==> src/rtl/coder_arb_pkg.sv <==
// coder_arb_pkg: arbiter state encoding, byte width and lane-index width helper
package coder_arb_pkg;
  localparam int BYTE_W = 8;
  typedef enum logic [1:0] {IDLE, GRANT, DONE} state_t;
  function automatic int lane_w(input int lanes);
    return (lanes > 1) ? $clog2(lanes) : 1;
  endfunction
endpackage

==> src/rtl/coder_lane_arbiter_if.sv <==
// coder_lane_arbiter_if: per-lane byte streams in, merged coder_out channel out
interface coder_lane_arbiter_if import coder_arb_pkg::*; #(
  parameter int LANES = 8,
  parameter int IDX_W = 8
);
  logic [LANES-1:0] in_valid;
  logic [BYTE_W*LANES-1:0] in_byte;
  logic [LANES-1:0] in_last;
  logic [LANES-1:0] in_ready;
  logic out_valid;
  logic [BYTE_W-1:0] out_byte;
  logic [IDX_W-1:0] out_idx;
  logic out_last;
  logic out_ready;
  modport master (
    output in_valid, in_byte, in_last, out_ready,
    input in_ready, out_valid, out_byte, out_idx, out_last
  );
  modport slave (
    input in_valid, in_byte, in_last, out_ready,
    output in_ready, out_valid, out_byte, out_idx, out_last
  );
endinterface

==> src/rtl/coder_lane_arbiter_rr_pick.sv <==
// rr_pick: combinational round-robin first-set finder starting the scan at ptr
module rr_pick import coder_arb_pkg::*; #(
  parameter int LANES = 8,
  localparam int LW = lane_w(LANES)
) (
  input logic [LANES-1:0] i_req,
  input logic [LW-1:0] i_ptr,
  output logic o_hit,
  output logic [LW-1:0] o_idx
);
  function automatic int wrap(input int v);
    return (v >= LANES) ? v - LANES : v;
  endfunction
  // Scan farthest offset first so the nearest request to ptr wins last
  always_comb begin
    o_hit = 1'b0;
    o_idx = '0;
    for (int k = LANES - 1; k >= 0; k--) begin
      if (i_req[LW'(wrap(int'(i_ptr) + k))]) begin
        o_hit = 1'b1;
        o_idx = LW'(wrap(int'(i_ptr) + k));
      end
    end
  end
endmodule

==> src/rtl/coder_lane_arbiter.sv <==
// coder_lane_arbiter: round-robin, burst-bounded merge of coder lanes onto one output
// CODER_ARB_STATS_EN adds per-lane accepted-byte and output-stall counters
module coder_lane_arbiter import coder_arb_pkg::*; #(
  parameter int LANES = 8,
  parameter int MAX_BURST = 16,
  parameter int IDX_W = 8,
  localparam int LW = lane_w(LANES),
  localparam int BW = $clog2(MAX_BURST) + 1
) (
  input logic clk,
  input logic rst_n,
  coder_lane_arbiter_if.slave bus
`ifdef CODER_ARB_STATS_EN
  ,
  output logic [32*LANES-1:0] stat_bytes,
  output logic [31:0] stat_stall
`endif
);
  localparam logic [LANES-1:0] ALL = '1;
  state_t r_state, w_state_nxt;
  logic [LW-1:0] r_ptr, r_grant, w_pick;
  logic [BW-1:0] r_burst_cnt;
  logic [LANES-1:0] r_done_mask, w_done_nxt, w_grant_oh;
  logic w_hit, w_out_free, w_gv, w_gl, w_accept, w_end, w_restart;
  logic [BYTE_W-1:0] w_gb;
  logic r_out_valid, r_out_last;
  logic [BYTE_W-1:0] r_out_byte;
  logic [IDX_W-1:0] r_out_idx;

  rr_pick #(.LANES(LANES)) u_pick (
    .i_req(bus.in_valid & ~r_done_mask),
    .i_ptr(r_ptr),
    .o_hit(w_hit),
    .o_idx(w_pick)
  );

  always_comb begin
    w_out_free = !r_out_valid || bus.out_ready;
    w_grant_oh = LANES'(1) << r_grant;
    w_gv = bus.in_valid[r_grant];
    w_gl = bus.in_last[r_grant];
    w_gb = bus.in_byte[BYTE_W*r_grant +: BYTE_W];
    w_accept = r_state == GRANT && w_out_free && w_gv;
    w_done_nxt = (w_accept && w_gl) ? (r_done_mask | w_grant_oh) : r_done_mask;
    // Without an accept, a free output with an idle granted lane is a bubble release
    w_end = r_state == GRANT && (w_accept ? (w_gl || r_burst_cnt == BW'(MAX_BURST - 1)) : w_out_free);
    w_restart = r_state == DONE && r_out_valid && bus.out_ready && r_out_last;
    bus.in_ready = (r_state == GRANT && w_out_free) ? w_grant_oh : '0;
    w_state_nxt = r_state;
    if (r_state == IDLE && w_hit) w_state_nxt = GRANT;
    if (w_end) w_state_nxt = (w_done_nxt == ALL) ? DONE : IDLE;
    if (w_restart) w_state_nxt = IDLE;
  end

  always_ff @(posedge clk) begin
    if (!rst_n) r_state <= IDLE;
    else r_state <= w_state_nxt;
  end

  always_ff @(posedge clk) begin
    if (!rst_n) begin
      r_ptr <= '0;
      r_grant <= '0;
      r_burst_cnt <= '0;
      r_done_mask <= '0;
      r_out_valid <= 1'b0;
      r_out_byte <= '0;
      r_out_idx <= '0;
      r_out_last <= 1'b0;
    end else begin
      if (r_state == IDLE && w_hit) begin
        r_grant <= w_pick;
        r_burst_cnt <= '0;
      end
      if (w_accept) begin
        r_burst_cnt <= r_burst_cnt + 1'b1;
        r_out_byte <= w_gb;
        r_out_idx <= IDX_W'(r_grant);
        r_out_last <= w_gl && w_done_nxt == ALL;
      end
      r_out_valid <= w_accept || (r_out_valid && !bus.out_ready);
      r_done_mask <= w_restart ? '0 : w_done_nxt;
      if (w_end) r_ptr <= (r_grant == LW'(LANES - 1)) ? '0 : r_grant + 1'b1;
      if (w_restart) r_ptr <= '0;
    end
  end

  assign bus.out_valid = r_out_valid;
  assign bus.out_byte = r_out_byte;
  assign bus.out_idx = r_out_idx;
  assign bus.out_last = r_out_last;

`ifdef CODER_ARB_STATS_EN
  logic [31:0] r_stat_bytes [LANES];
  logic [31:0] r_stat_stall;
  always_ff @(posedge clk) begin
    if (!rst_n || w_restart) begin
      for (int i = 0; i < LANES; i++) r_stat_bytes[i] <= '0;
      r_stat_stall <= '0;
    end else begin
      if (w_accept && r_stat_bytes[r_grant] != '1) r_stat_bytes[r_grant] <= r_stat_bytes[r_grant] + 1'b1;
      if (r_out_valid && !bus.out_ready && r_stat_stall != '1) r_stat_stall <= r_stat_stall + 1'b1;
    end
  end
  for (genvar g = 0; g < LANES; g++) begin : g_stat
    assign stat_bytes[32*g +: 32] = r_stat_bytes[g];
  end
  assign stat_stall = r_stat_stall;
`endif
endmodule

==> src/flat_wrapper.sv <==
// flat-port wrapper written by rule: the top's interface ports become plain ports
module coder_lane_arbiter_flat import coder_arb_pkg::*;
#(
  parameter int LANES = 8,
  parameter int MAX_BURST = 16,
  parameter int IDX_W = 8,
  localparam int LW = lane_w(LANES),
  localparam int BW = $clog2(MAX_BURST) + 1
)
  (clk, rst_n, bus_in_valid, bus_in_byte, bus_in_last, bus_out_ready, bus_in_ready, bus_out_valid, bus_out_byte, bus_out_idx, bus_out_last);
  coder_lane_arbiter_if #(.LANES(LANES), .IDX_W(IDX_W)) bus_i ();
  input logic clk;
  input logic rst_n;
  input wire logic [$bits(bus_i.in_valid)-1:0] bus_in_valid;
  input wire logic [$bits(bus_i.in_byte)-1:0] bus_in_byte;
  input wire logic [$bits(bus_i.in_last)-1:0] bus_in_last;
  input wire logic [$bits(bus_i.out_ready)-1:0] bus_out_ready;
  output wire logic [$bits(bus_i.in_ready)-1:0] bus_in_ready;
  output wire logic [$bits(bus_i.out_valid)-1:0] bus_out_valid;
  output wire logic [$bits(bus_i.out_byte)-1:0] bus_out_byte;
  output wire logic [$bits(bus_i.out_idx)-1:0] bus_out_idx;
  output wire logic [$bits(bus_i.out_last)-1:0] bus_out_last;
  assign bus_i.in_valid = bus_in_valid;
  assign bus_i.in_byte = bus_in_byte;
  assign bus_i.in_last = bus_in_last;
  assign bus_i.out_ready = bus_out_ready;
  assign bus_in_ready = bus_i.in_ready;
  assign bus_out_valid = bus_i.out_valid;
  assign bus_out_byte = bus_i.out_byte;
  assign bus_out_idx = bus_i.out_idx;
  assign bus_out_last = bus_i.out_last;
  coder_lane_arbiter #(.LANES(LANES), .MAX_BURST(MAX_BURST), .IDX_W(IDX_W)) u_core (.clk(clk), .rst_n(rst_n), .bus(bus_i));
endmodule
==> config.mk <==
export PLATFORM = sky130hd
export DESIGN_NAME = coder_lane_arbiter_flat
export DESIGN_NICKNAME = d
export VERILOG_FILES = /design/src/rtl/coder_arb_pkg.sv /design/src/rtl/coder_lane_arbiter_if.sv /design/src/rtl/coder_lane_arbiter_rr_pick.sv /design/src/rtl/coder_lane_arbiter.sv /design/src/flat_wrapper.sv
export SDC_FILE = /design/constraint.sdc
export NUM_CORES = 1
export LEC_CHECK = 0
export CAP_MARGIN = 20
export CORE_MARGIN = 2
export CORE_UTILIZATION = 50
export CTS_CLUSTER_DIAMETER = 50
export CTS_CLUSTER_SIZE = 14
export DETAILED_ROUTE_END_ITERATION = 8
export GPL_ROUTABILITY_DRIVEN = 0
export PLACE_DENSITY = 0.87
export SYNTH_ARGS = -nofsm -noshare
export SYNTH_HDL_FRONTEND = slang
export SYNTH_SLANG_ARGS = --single-unit
==> constraint.sdc <==
create_clock -name clk -period 5 [get_ports clk]
set_clock_uncertainty 0.05 [all_clocks]
set_input_delay 0.75 -clock clk [delete_from_list [all_inputs] [get_ports clk]]
set_output_delay 0.75 -clock clk [all_outputs]
set_load 0.005 [all_outputs]
==> results.json <==
{
  "status": "completed",
  "swShare_pct": 40.12,
  "final.min_clock_period_ns": 3.626,
  "finalNetCount": 519,
  "vias_per_cell": 6.196,
  "path_delay_family": "flip-flops",
  "fin_crit_sh_pct": 72.52,
  "cts-resized-gates": 0,
  "crit_type": "flip-flop to flip-flop",
  "core_um2": 6277,
  "die_x_um": 84.02,
  "cp_num_buf_inv": 1,
  "area_growth_pct": 35.33,
  "reg2reg_depth": 9,
  "die_h_um": 84.02,
  "leakage_nw": 1.523,
  "synth_area_um2": 3202,
  "syn_inst": 334,
  "grt_max_degree": 24,
  "insertion_delay_ns": 0.29,
  "hold_buffers": 0,
  "start_util_pct": 51.01,
  "mostFrequentLayoutCell": "clkdlybuf4s50_1",
  "finalWirelength_um": 9226,
  "row_count": 29,
  "track_usage_pct": 26.08,
  "timing.critical_path.fanout_max": 20,
  "clkTransAtPathRegs_ns": 0.07,
  "required_ns": 5.12,
  "hold_class": "flip-flop to flip-flop",
  "cap_viol_max_count": 0,
  "arrival_ns": 3.74,
  "p_clk_share_pct": 15.2,
  "hold_slack_ns": 0.4153,
  "report.final.hold_viol_count": 0,
  "synthDistinctLibCells": 60,
  "syn_avg_cell_area_um2": 9.586,
  "r2r_setup_slack_ns": 1.37,
  "hpwlAfterDp_um": 7363,
  "cpPeakStageDelay_ns": 0.86,
  "p_switching_mw": 0.5722,
  "yosysWarnings": 0,
  "crit_path_end_kind": "flip-flop",
  "intPower_mw": 0.8540,
  "grt_pass1_vias": 3084,
  "final_layout_size_suffix_gt1_share_pct": 14.29,
  "holdCritStartpoint": "u_core.bus.out_idx[1]$_SDFFE_PN0N_",
  "r2r_end": "u_core.r_burst_cnt[1]$_SDFFE_PN0P_",
  "max_clock_freq_mhz": 275.8,
  "hold_depth": 2,
  "finalPower_mw": 1.426,
  "drtPass1Iterations": 4,
  "remaining_drc_errors": 0,
  "path_cells": "inv_2, ha_1, xor2_1, mux4_1, mux2i_1, nor4_2, a311oi_4, a2bb2oi_1, nor2_1",
  "seqPwrFrac_pct": 26.9,
  "slew_headroom_pct": 36.98,
  "drt_iter0_markers": 235,
  "synthArstFlopShare_pct": 0,
  "mostFrequentLayoutCells": "clkdlybuf4s50_1 (103), nor2_1 (38), dfxtp_1 (34)",
  "synth-seq-cells": 34,
  "post_cts_buffers": 0,
  "tritoncts": "yes",
  "tns_ns": 0,
  "ys_seq_area_share_pct": 21.26,
  "slowest_stage": "dfxtp_1",
  "synth-main-ff-cell": "dfxtp_1",
  "antenna_found_initial": 0,
  "design.die.area_um2": 7059,
  "reg2reg_from": "u_core.r_ptr[0]$_SDFFE_PP0P_",
  "ios": 109,
  "synth_edf_count": 0,
  "worst_pin_slew_ns": 0.9372,
  "setup_violations": 0,
  "critPathLaunchType": "flip-flop",
  "cts_sinks": 34,
  "powerDensity_nw_per_um2": 329.2,
  "via_count": 3123,
  "pwr-share-comb_pct": 57.9,
  "hold_end": "u_core.bus.out_idx[1]$_SDFFE_PN0N_",
  "htreeDepth": 2,
  "ant_nets": 0,
  "rsz0062_at_grt": "false",
  "worst_ir_drop_vdd_v": 0.0001746,
  "grt_pass1_wl_um": 14770,
  "cts_buffer_depth": 2,
  "grt_overflow": 0,
  "drv_slew": 0,
  "n_antenna_cell": 0,
  "clockRootBuffer": "clkbuf_8",
  "cts_made_buffers": 5,
  "portBuffers": 103,
  "wl_per_cell_um": 18.31
}
==> registers in the layout (all words and copies together), names as in the netlist <==
name and count:
u_core.r_ptr 3, u_core.r_grant 3, u_core.bus.out_last 1, u_core.r_state 2, u_core.bus.out_byte 8, u_core.bus.out_valid 1, u_core.r_done_mask 8, u_core.bus.out_idx 3
u_core.r_burst_cnt 5
==> worst reg2reg max path, stage by stage (launching register included) <==
cell       delay, ns
dfxtp_1         0.86
inv_2           0.28
ha_1            0.35
xor2_1          0.34
mux4_1          0.38
mux2i_1         0.28
nor4_2          0.13
a311oi_4        0.55
a2bb2oi_1       0.24
nor2_1          0.06
==> metrics by stage <==
| step | area [µm²] | std cells | utilization [%] | setup slack (ns) |
|---|---|---|---|---|
| 2_1_floorplan | 3217 | 338 | - | 2.214 |
| 3_3_place_gp | 4227 | 495 | 67.33 | 1.540 |
| 3_5_place_dp | 4227 | 495 | 67.33 | 1.407 |
| 4_1_cts | 4322 | 503 | 68.85 | 1.392 |
| 5_1_grt | 4333 | 504 | 69.03 | 1.057 |
| 6_report | 4333 | 504 | 69.03 | 1.374 |
==> cell type report <==
class | count | area, µm²
sequential | 34 | 680.7
clock buffer | 6 | 82.58
timing repair buffer | 106 | 1057
tap | 77 | 96.34
inverter | 9 | 33.78
multi-input combinational | 270 | 2370
clock inverter | 2 | 12.51
fill | 443 | 1944
==> power groups by stage <==
stage                     Sequential [mW]  Clock, mW  Combinational [mW]
after detailed placement            0.387          0               0.810
after floorplan                     0.334          0               0.630
after CTS                           0.382      0.219               0.815
after global placement              0.385          0               0.787
after global routing                0.391      0.231               0.889
final                               0.383      0.217               0.826
==> cell usage after synthesis (2+ instances only) <==
cell type / n / area, µm²
nor2_1: 38 / 142.6
dfxtp_1: 34 / 680.7
mux4_2: 32 / 720.7
nand2_1: 32 / 120.1
and2_1: 12 / 75.07
clkbuf_1: 11 / 41.29
nor2b_1: 11 / 68.82
a21oi_1: 10 / 50.05
ha_1: 10 / 125.1
a311oi_1: 9 / 78.83
nand2b_1: 9 / 56.30
mux2i_1: 8 / 80.08
nor3_1: 8 / 40.04
a31oi_1: 7 / 43.79
inv_1: 7 / 26.28
a41oi_1: 6 / 52.55
mux2_2: 6 / 67.56
mux4_1: 6 / 157.7
o21ai_0: 6 / 30.03
buf_4: 5 / 37.54
a211oi_1: 4 / 30.03
buf_2: 4 / 20.02
o22ai_1: 4 / 25.02
a22oi_1: 3 / 22.52
buf_1: 3 / 11.26
nand3_1: 3 / 15.01
nor2_2: 3 / 18.77
or2b_1: 3 / 22.52
a21boi_0: 2 / 15.01
a2bb2oi_1: 2 / 17.52
and3_1: 2 / 12.51
buf_6: 2 / 22.52
nand4_1: 2 / 12.51
o21a_1: 2 / 15.01
o21ai_1: 2 / 10.01
o21ba_2: 2 / 20.02
==> cells by family after synthesis <==
| logic type | share of synthesized area, % |
|---|---|
| DFF | 21.26 |
| and+or+nand+nor | 20.16 |
| other | 0.1171 |
| AOI/OAI and AO/OA | 16.10 |
| muxes | 32.47 |
| xor gates and xnor gates | 0.7817 |
| adders and majority gates | 3.908 |
| buffers and inverters | 5.197 |
==> layer usage <==
metal / track usage (%) / vias up / share of wire, %
met2: 46.97 / 129 / 52
met3: 4.451 / 15 / 6.2
li1: - / 1456 / -
met1: 31.50 / 1523 / 40
met5: 0 / - / 0
met4: 8.211 / 0 / 1.7
==> how the worst max path moves through the flow <==
stage                                               to  slack [ns]  cells after the start                          from
detailed placement  u_core.r_burst_cnt[0]$_SDFFE_PN0P_        1.41                      9  u_core.r_ptr[0]$_SDFFE_PP0P_
global route            u_core.r_grant[0]$_SDFFE_PN0P_        1.06                      9  u_core.r_ptr[0]$_SDFFE_PP0P_
global placement    u_core.r_burst_cnt[0]$_SDFFE_PN0P_        1.54                      8               bus_in_valid[4]
CTS                 u_core.r_burst_cnt[0]$_SDFFE_PN0P_        1.39                      9  u_core.r_ptr[0]$_SDFFE_PP0P_
floorplan           u_core.r_burst_cnt[0]$_SDFFE_PN0P_        2.21                      7               bus_in_valid[0]
finish              u_core.r_burst_cnt[1]$_SDFFE_PN0P_        1.37                      9  u_core.r_ptr[0]$_SDFFE_PP0P_
Note: power is estimated with default switching activity, not from simulation.
